--- config.mk ---
export PLATFORM = sky130hd
export DESIGN_NAME = tx_frame_arbiter
export DESIGN_NICKNAME = d
export VERILOG_FILES = /design/src/rtl/net_pkg.sv /design/src/rtl/tx_frame_arbiter_rr.sv /design/src/rtl/tx_frame_arbiter.sv
export SDC_FILE = /design/constraint.sdc
export NUM_CORES = 1
export LEC_CHECK = 0
export BUFFER_PORTS_ARGS = -buffer_cell sky130_fd_sc_hd__buf_2
export CAP_MARGIN = 5
export CORE_MARGIN = 3
export CORE_UTILIZATION = 47
export CTS_BUF_LIST = sky130_fd_sc_hd__clkbuf_16
export DETAILED_ROUTE_END_ITERATION = 16
export PLACE_DENSITY = 0.84
export REMOVE_ABC_BUFFERS = 1
export SYNTH_ARGS = -nofsm -noshare
export SYNTH_HDL_FRONTEND = slang
export SYNTH_SLANG_ARGS = --single-unit
--- constraint.sdc ---
create_clock -name logic_clk -period 3.1 [get_ports logic_clk]
set_input_delay 0.465 -clock logic_clk [delete_from_list [all_inputs] [get_ports logic_clk]]
set_output_delay 0.465 -clock logic_clk [all_outputs]
set_load 0.05 [all_outputs]
--- src/rtl/net_pkg.sv ---
// Shared network-path definitions: TX requester indices, TX arbiter states and
// the RX splitter's ethertype/protocol constants.
package net_pkg;

  localparam int unsigned ARP_IDX  = 0;
  localparam int unsigned ICMP_IDX = 1;
  localparam int unsigned UDP_IDX  = 2;

  localparam logic [15:0] ETH_TYPE_ARP  = 16'h0806;
  localparam logic [15:0] ETH_TYPE_IPV4 = 16'h0800;
  localparam logic [7:0]  IP_PROTO_ICMP = 8'd1;
  localparam logic [7:0]  IP_PROTO_UDP  = 8'd17;

  typedef enum logic [1:0] {
    IDLE = 2'd0,
    XFER = 2'd1,
    GAP  = 2'd2
  } arb_state_e;

  // One-hot grant to requester index
  function automatic logic [1:0] gnt_to_idx(input logic [2:0] gnt);
    return gnt[2] ? 2'd2 : (gnt[1] ? 2'd1 : 2'd0);
  endfunction

  // Round-robin successor of a requester index, wrapping 2 -> 0
  function automatic logic [1:0] next_ptr(input logic [1:0] idx);
    return (idx == 2'd2) ? 2'd0 : 2'(idx + 2'd1);
  endfunction

endpackage

--- src/rtl/tx_frame_arbiter_rr.sv ---
// rr_arbiter3: combinational 3-way round-robin pick, first request at or after
// the pointer; a pointer of 3 behaves as 0.
module rr_arbiter3 (
  input  logic [2:0] i_req,
  input  logic [1:0] i_ptr,
  output logic [2:0] o_gnt
);

  always_comb begin
    o_gnt = 3'b000;
    case (i_ptr)
      2'd1: begin
        if      (i_req[1]) o_gnt = 3'b010;
        else if (i_req[2]) o_gnt = 3'b100;
        else if (i_req[0]) o_gnt = 3'b001;
      end
      2'd2: begin
        if      (i_req[2]) o_gnt = 3'b100;
        else if (i_req[0]) o_gnt = 3'b001;
        else if (i_req[1]) o_gnt = 3'b010;
      end
      default: begin
        if      (i_req[0]) o_gnt = 3'b001;
        else if (i_req[1]) o_gnt = 3'b010;
        else if (i_req[2]) o_gnt = 3'b100;
      end
    endcase
  end

endmodule

--- src/rtl/tx_frame_arbiter.sv ---
// Frame-atomic round-robin merge of ARP/ICMP/UDP TX streams onto one net stream,
// with a programmable inter-frame gap. Define TX_ARP_PRIORITY_EN for strict ARP priority.
module tx_frame_arbiter
  import net_pkg::*;
#(
  parameter int unsigned IFG_CYCLES = 12,
  parameter int unsigned GNT_W      = 3
) (
  input  logic             logic_clk,
  input  logic             logic_rst,
  input  logic [7:0]       arp_tdata_in,
  input  logic             arp_tvalid_in,
  output logic             arp_tready_out,
  input  logic             arp_tlast_in,
  input  logic [7:0]       icmp_tdata_in,
  input  logic             icmp_tvalid_in,
  output logic             icmp_tready_out,
  input  logic             icmp_tlast_in,
  input  logic [7:0]       udp_tdata_in,
  input  logic             udp_tvalid_in,
  output logic             udp_tready_out,
  input  logic             udp_tlast_in,
  output logic [7:0]       net_tdata_out,
  output logic             net_tvalid_out,
  input  logic             net_tready_in,
  output logic             net_tlast_out,
  output logic [GNT_W-1:0] grant_out,
  output logic             busy_out
);

  localparam int unsigned     CNT_W    = (IFG_CYCLES > 0) ? $clog2(IFG_CYCLES + 1) : 1;
  localparam logic [CNT_W-1:0] CNT_LAST = CNT_W'(IFG_CYCLES - 1);

  arb_state_e       r_state, w_state_nxt;
  logic [GNT_W-1:0] r_grant, w_grant_nxt;
  logic [1:0]       r_ptr, w_ptr_nxt;
  logic [CNT_W-1:0] r_gap_cnt, w_gap_cnt_nxt;
  logic [2:0]       w_req, w_rr_req, w_rr_gnt, w_pick;
  logic             w_ptr_adv;
  logic             w_beat;

  assign w_req = {udp_tvalid_in, icmp_tvalid_in, arp_tvalid_in};

`ifdef TX_ARP_PRIORITY_EN
  // ARP pre-empts the decision; ICMP/UDP share the pointer, which ARP never moves
  assign w_rr_req  = {w_req[UDP_IDX], w_req[ICMP_IDX], 1'b0};
  assign w_pick    = w_req[ARP_IDX] ? 3'b001 : w_rr_gnt;
  assign w_ptr_adv = ~r_grant[ARP_IDX];
`else
  assign w_rr_req  = w_req;
  assign w_pick    = w_rr_gnt;
  assign w_ptr_adv = 1'b1;
`endif

  rr_arbiter3 u_rr (
    .i_req (w_rr_req),
    .i_ptr (r_ptr),
    .o_gnt (w_rr_gnt)
  );

  assign grant_out = r_grant;
  assign busy_out  = (r_state != IDLE);

  // Next-state and zero-latency pass-through of the granted source
  always_comb begin
    w_state_nxt     = r_state;
    w_grant_nxt     = r_grant;
    w_ptr_nxt       = r_ptr;
    w_gap_cnt_nxt   = r_gap_cnt;
    w_beat          = 1'b0;
    net_tdata_out   = 8'h00;
    net_tvalid_out  = 1'b0;
    net_tlast_out   = 1'b0;
    arp_tready_out  = 1'b0;
    icmp_tready_out = 1'b0;
    udp_tready_out  = 1'b0;

    unique case (r_state)
      IDLE: begin
        if (|w_req) begin
          w_grant_nxt = GNT_W'(w_pick);
          w_state_nxt = XFER;
        end
      end
      XFER: begin
        if (r_grant[ARP_IDX]) begin
          net_tdata_out  = arp_tdata_in;
          net_tvalid_out = arp_tvalid_in;
          net_tlast_out  = arp_tlast_in;
          arp_tready_out = net_tready_in;
        end else if (r_grant[ICMP_IDX]) begin
          net_tdata_out   = icmp_tdata_in;
          net_tvalid_out  = icmp_tvalid_in;
          net_tlast_out   = icmp_tlast_in;
          icmp_tready_out = net_tready_in;
        end else if (r_grant[UDP_IDX]) begin
          net_tdata_out  = udp_tdata_in;
          net_tvalid_out = udp_tvalid_in;
          net_tlast_out  = udp_tlast_in;
          udp_tready_out = net_tready_in;
        end
        w_beat = net_tvalid_out & net_tready_in;
        if (w_beat && net_tlast_out) begin
          w_grant_nxt   = '0;
          w_gap_cnt_nxt = '0;
          if (w_ptr_adv) w_ptr_nxt = next_ptr(gnt_to_idx(r_grant[2:0]));
          w_state_nxt   = (IFG_CYCLES == 0) ? IDLE : GAP;
        end
      end
      GAP: begin
        if (r_gap_cnt == CNT_LAST) begin
          w_gap_cnt_nxt = '0;
          w_state_nxt   = IDLE;
        end else begin
          w_gap_cnt_nxt = r_gap_cnt + CNT_W'(1);
        end
      end
      default: w_state_nxt = IDLE;
    endcase
  end

  always_ff @(posedge logic_clk or posedge logic_rst) begin
    if (logic_rst) begin
      r_state   <= IDLE;
      r_grant   <= '0;
      r_ptr     <= 2'd0;
      r_gap_cnt <= '0;
    end else begin
      r_state   <= w_state_nxt;
      r_grant   <= w_grant_nxt;
      r_ptr     <= w_ptr_nxt;
      r_gap_cnt <= w_gap_cnt_nxt;
    end
  end

endmodule

# Word level (Yosys, flattened, before mapping)
# Cells that the tools add are included.
# Widths: inputs -> output; s select.
dict set report word_totals {
  mem_bits_ro 0
  ff_bits 11
  latch_bits 0
  elab_cells 72
  mem_bits_rw 0
  memories 0
}
dict set report classes {
  magnitude_cmp 0
  n_addsub 2
  n_eq_ne 9
  shifts 0
  n_mul 0
  n_div 0
  muxes 46
  n_bitwise 1
  n_reduce_logical 10
}
# operator count
set op_table {}
lappend op_table {{$mux 8} 4}
lappend op_table {{$mux 3} 9}
lappend op_table {{$mux 1} 21}
lappend op_table {{$mux 2} 6}
lappend op_table {{$pmux 3 s2} 2}
lappend op_table {{$mux 4} 2}
lappend op_table {{$pmux 4 s2} 1}
lappend op_table {{$eq 2x2->1 const B} 3}
lappend op_table {{$ne 2x2->1 const B} 3}
lappend op_table {{$pmux 2 s3} 1}
lappend op_table {{$reduce_and 3->1} 2}
lappend op_table {{$reduce_bool 2->1} 3}
lappend op_table {{$add 4x1->4 const B} 1}
lappend op_table {{$eq 2x1->1 const B} 2}
lappend op_table {{$eq 4x4->1 const B} 1}
lappend op_table {{$reduce_and 2->1} 2}
lappend op_table {{$reduce_or 3->1} 1}
lappend op_table {{$add 2x1->2 const B} 1}
lappend op_table {{$logic_not 2->1} 1}
lappend op_table {{$and 1x1->1} 1}
lappend op_table {{$logic_and 1x1->1} 1}

# Depth between registers and ports, before layout
dict set report depth {
  ltp_word 8
  ltp_mapped 6
  mapped_depth_nobuf 6
}

# Cells and area by module
# From an unflattened synthesis, not the netlist that was laid out.
dict set report unflattened {
  cells_unflattened 129
  hier_area_um2 1026.0
}
# mod n_inst cells_each seq_area_each_um2 area_per_inst_um2
set modules_own_cells {}
lappend modules_own_cells {tx_frame_arbiter 1 112 275.3 905.9}
lappend modules_own_cells {rr_arbiter3 1 17 0.0 120.1}

# Worst setup path before layout
# Ideal clock, no wire load.
dict set report synth_timing {
  path_kind {flip-flop to output port}
  startpoint {register r_grant[2] (netlist: grant_out[2])}
  endpoint {output port net_tvalid_out}
  arrival_ps 2273
  path_stages_with_launch 5
  slack_ps 362
  n_path_buf 1
  path_cell_list {dfrtp_1 -> nor2b_1 -> buf_2 -> a221oi_2 -> nor3_1}
}
dict set report synth_between {
  elab_chain_cells 5
}
# element line
set synth_lines {}
lappend synth_lines {{start, declared} tx_frame_arbiter.sv:35} ;# logic [GNT_W-1:0] r_grant, w_grant_nxt;
lappend synth_lines {{start signal, assigned} tx_frame_arbiter.sv:130} ;# r_grant <= w_grant_nxt;
lappend synth_lines {{$mux 1} tx_frame_arbiter.sv:96} ;# end else if (r_grant[UDP_IDX]) begin
lappend synth_lines {{$mux 1} tx_frame_arbiter.sv:91} ;# end else if (r_grant[ICMP_IDX]) begin
lappend synth_lines {{$mux 1} tx_frame_arbiter.sv:86} ;# if (r_grant[ARP_IDX]) begin
lappend synth_lines {{$mux 1 (2 in series)} tx_frame_arbiter.sv:78} ;# unique case (r_state)
lappend synth_lines {{end, declared} tx_frame_arbiter.sv:24} ;# output logic net_tvalid_out,
# No other way between the ends. The select of a mux whose other input is x is not followed.

# Worst setup path in the final report
dict set report layout_timing {
  startpoint {register r_grant[1] (netlist: grant_out[1])}
  endpoint {output port net_tvalid_out}
}
dict set report layout_between {
  elab_chain_cells 4
}
# element line
set layout_lines {}
lappend layout_lines {{$mux 1} tx_frame_arbiter.sv:91}
lappend layout_lines {{$mux 1} tx_frame_arbiter.sv:86}
lappend layout_lines {{$mux 1 (2 in series)} tx_frame_arbiter.sv:78}
# No other way between the ends. The select of a mux whose other input is x is not followed.

==> run_results.csv <==
group,metric,value,unit
status,status,"completed",
flow_run,maxCapViolCount,0,
sta,hold_violations,0,
die,die_w,49.7,um
power_and_ir_drop,ir_worst_vdd,0.655,mV
layout,final_cell_mix,"49 x buf_2, 14 x nand2_1, 11 x nor2b_1, 11 x dfrtp_1",
critical_path,endpoint_kind,"output pin",
yosys,synth_cell_types,27,
clocking,numCtsBuffers,3,
detailed_routing,dr.pass1.iters,4,
die,die-area,2470,um^2
clocking,cts_setup_buffers,0,
die,initial_core_util,50.9,%
sta,drv_slew,0,
sta,fin_hold_ws,0.215,ns
die,rows,15,
place,hpwlAfterDp,1920,um
place,gp_congestion,0.843,
place,place_area,1150,um^2
detailed_routing,drt-vias-per-instance,5.37,
clocking,clock_latency,0.24,ns
die,core,1760,um^2
layout,nNetsFinal,200,
sta,max_freq,388,MHz
global_route,gr-usage-all-layers,21.0,%
critical_path,required,2.63,ns
layout,syn2layout_area_growth,37.5,%
layout,final_util,70.0,%
critical_path,crit_path_end,"net_tvalid_out",
place,dp.cells,184,
critical_path,reg2reg_from,"grant_out[1]",
global_route,grt_pass1_wl,4130,um
yosys,seq_area_frac_synth,30.6,%
clocking,cts-resized-gates,0,
clocking,clock-sinks,11,
die,pin_count,50,
critical_path,cp-start-kind,"flip-flop",
clocking,cts.clk_slew.worst_paths,0.04,ns
detailed_routing,drtAntennaViolNets,0,
sta,min_period,2.58,ns
detailed_routing,num_vias,1009,
global_route,antenna_found_initial,0,
sta,skew,0.00154,ns
clocking,cts_max_level,1,
power_and_ir_drop,p_per_area,1200,nW/um^2
sta,setup_viol,0,
detailed_routing,drt_iter0_markers,46,
critical_path,crit_type,"reg2out",
power_and_ir_drop,p_leak,0.000604,uW
die,die_h,49.7,um
global_route,grt_max_degree,26,
layout,final_common_cell,"buf_2",
layout,antenna_cells,0,
sta,period_share,83.2,%
critical_path,ff2ff_path_depth,4,
detailed_routing,drc,0,
yosys,synth_cells,115,
critical_path,r2r_slack,0.66,ns
clocking,clockBufferDepth,2,
hold_path,hp-class,"in2async",
critical_path,cp.arrival,2.12,ns
clocking,cts_tree,"done",
yosys,ys_ff_latch,11,
detailed_routing,routed_wl,2490,um
layout,fill_cells,159,
sta,timing.slew.headroom,54.7,%
sta,finalSetupTns,0,ns
yosys,netlist_area,898,um^2
sta,tightest_slew,0.678,ns
critical_path,critPathMaxFanout,18,
layout,layout.cells.non_filler,188,
global_route,grt_pass1_vias,930,
place,port_buffers,49,
yosys,avgSynthCellArea,7.81,um^2
layout,layout-drive-gt1-share,34.4,%
critical_path,r2r-end,"r_ptr[0]",
global_route,grt_overflow,0,
sta,rsz0062_at_grt,"false",
yosys,ys_warn_count,0,
detailed_routing,wire_per_inst,13.2,um
clocking,cts_root_buffer,"clkbuf_16",
clocking,cts_hold_buf,0,
layout,fin_area,1230,um^2
critical_path,crit_start,"grant_out[1]",
==> worst max-delay path, stage by stage, from the launching register on <==
cell,delay [ns]
dfrtp_1,0.56
nor2b_1,0.62
a221oi_2,0.19
nor3_1,0.20
buf_2,0.29
==> worst min path at each step <==
| stage | end | cells after the start |
|---|---|---|
| final | r_gap_cnt[0] | 2 |
| after floorplan | grant_out[0] | 1 |
| after global routing | r_gap_cnt[0] | 2 |
| after detailed placement | r_gap_cnt[0] | 2 |
| after CTS | r_gap_cnt[0] | 2 |
| after global placement | r_gap_cnt[0] | 2 |
==> registers in the layout, summed over array words and instances, names as in the netlist <==
name	flops
r_state	2
r_gap_cnt	4
r_ptr	2
grant_out	3
==> where the power goes <==
group | leakage [uW] | internal (uW) | switching (uW)
sequential | 0.000137 | 203 | 104
clock | 0.0000409 | 171 | 65.8
combinational | 0.000427 | 287 | 658
total | 0.000604 | 660 | 828
==> area by class of cell <==
| cell class | count | area, um^2 | area share [%] |
|---|---|---|---|
| multi-input combinational | 91 | 573 | 46.4 |
| clock buffer | 3 | 75.1 | 6.08 |
| clock inverter | 1 | 5.00 | 0.405 |
| inverter | 8 | 30.0 | 2.43 |
| tap | 25 | 31.3 | 2.53 |
| sequential | 11 | 275 | 22.3 |
| timing repair buffer | 49 | 245 | 19.9 |
==> logic make-up (layout without fill, tap and decap cells) <==
family	after synthesis	after routing	synth area share, %
AOI/OAI and AO/OA	30	30	22.1
adders and majority gates	3	3	4.18
buffers and inverters	13	61	5.57
DFF	11	11	30.6
muxes	2	2	2.79
and+or+nand+nor	56	56	34.7
==> stage by stage <==
step | worst slack (ns) | power [uW]
after floorplan | 0.163 | 1030
after global placement | 0.829 | 1220
after detailed placement | 0.714 | 1250
after CTS | 0.572 | 1490
after global routing | 0.411 | 1590
final | 0.520 | 1490
==> cell usage after synthesis <==
cell	number	area, um^2
a22o_1	1	8.76
a221oi_1	7	61.3
o21ai_0	7	35.0
and3_1	1	6.26
a21oi_1	9	45.0
o31ai_1	1	7.51
o211ai_1	1	7.51
nor3b_1	2	15.0
nor2b_1	11	68.8
nor2_1	5	18.8
mux2_4	1	15.0
nand2_1	14	52.6
and2_1	1	6.26
mux2i_1	1	10.0
dfrtp_1	11	275
o22ai_1	3	18.8
nand3b_1	2	15.0
or3_1	1	6.26
a221oi_2	1	15.0
nand2b_1	8	50.1
nor4_4	1	21.3
ha_1	3	37.5
inv_1	8	30.0
buf_2	1	5.00
nor4_1	1	6.26
nor3_1	9	45.0
clkbuf_1	4	15.0
==> routing by layer <==
| metal | vias to the layer above | wire (um) | global-route usage, % | share of wire (%) |
|---|---|---|---|---|
| li1 | 506 | - | - | - |
| met1 | 455 | 1090 | 26.2 | 44 |
| met2 | 46 | 1220 | 36.1 | 49 |
| met3 | 2 | 162 | 5.14 | 6.5 |
| met4 | 0 | 13 | 5.07 | 0.52 |
| met5 | - | 0 | 0 | 0 |
Note: power is estimated with default switching activity, not from simulation.
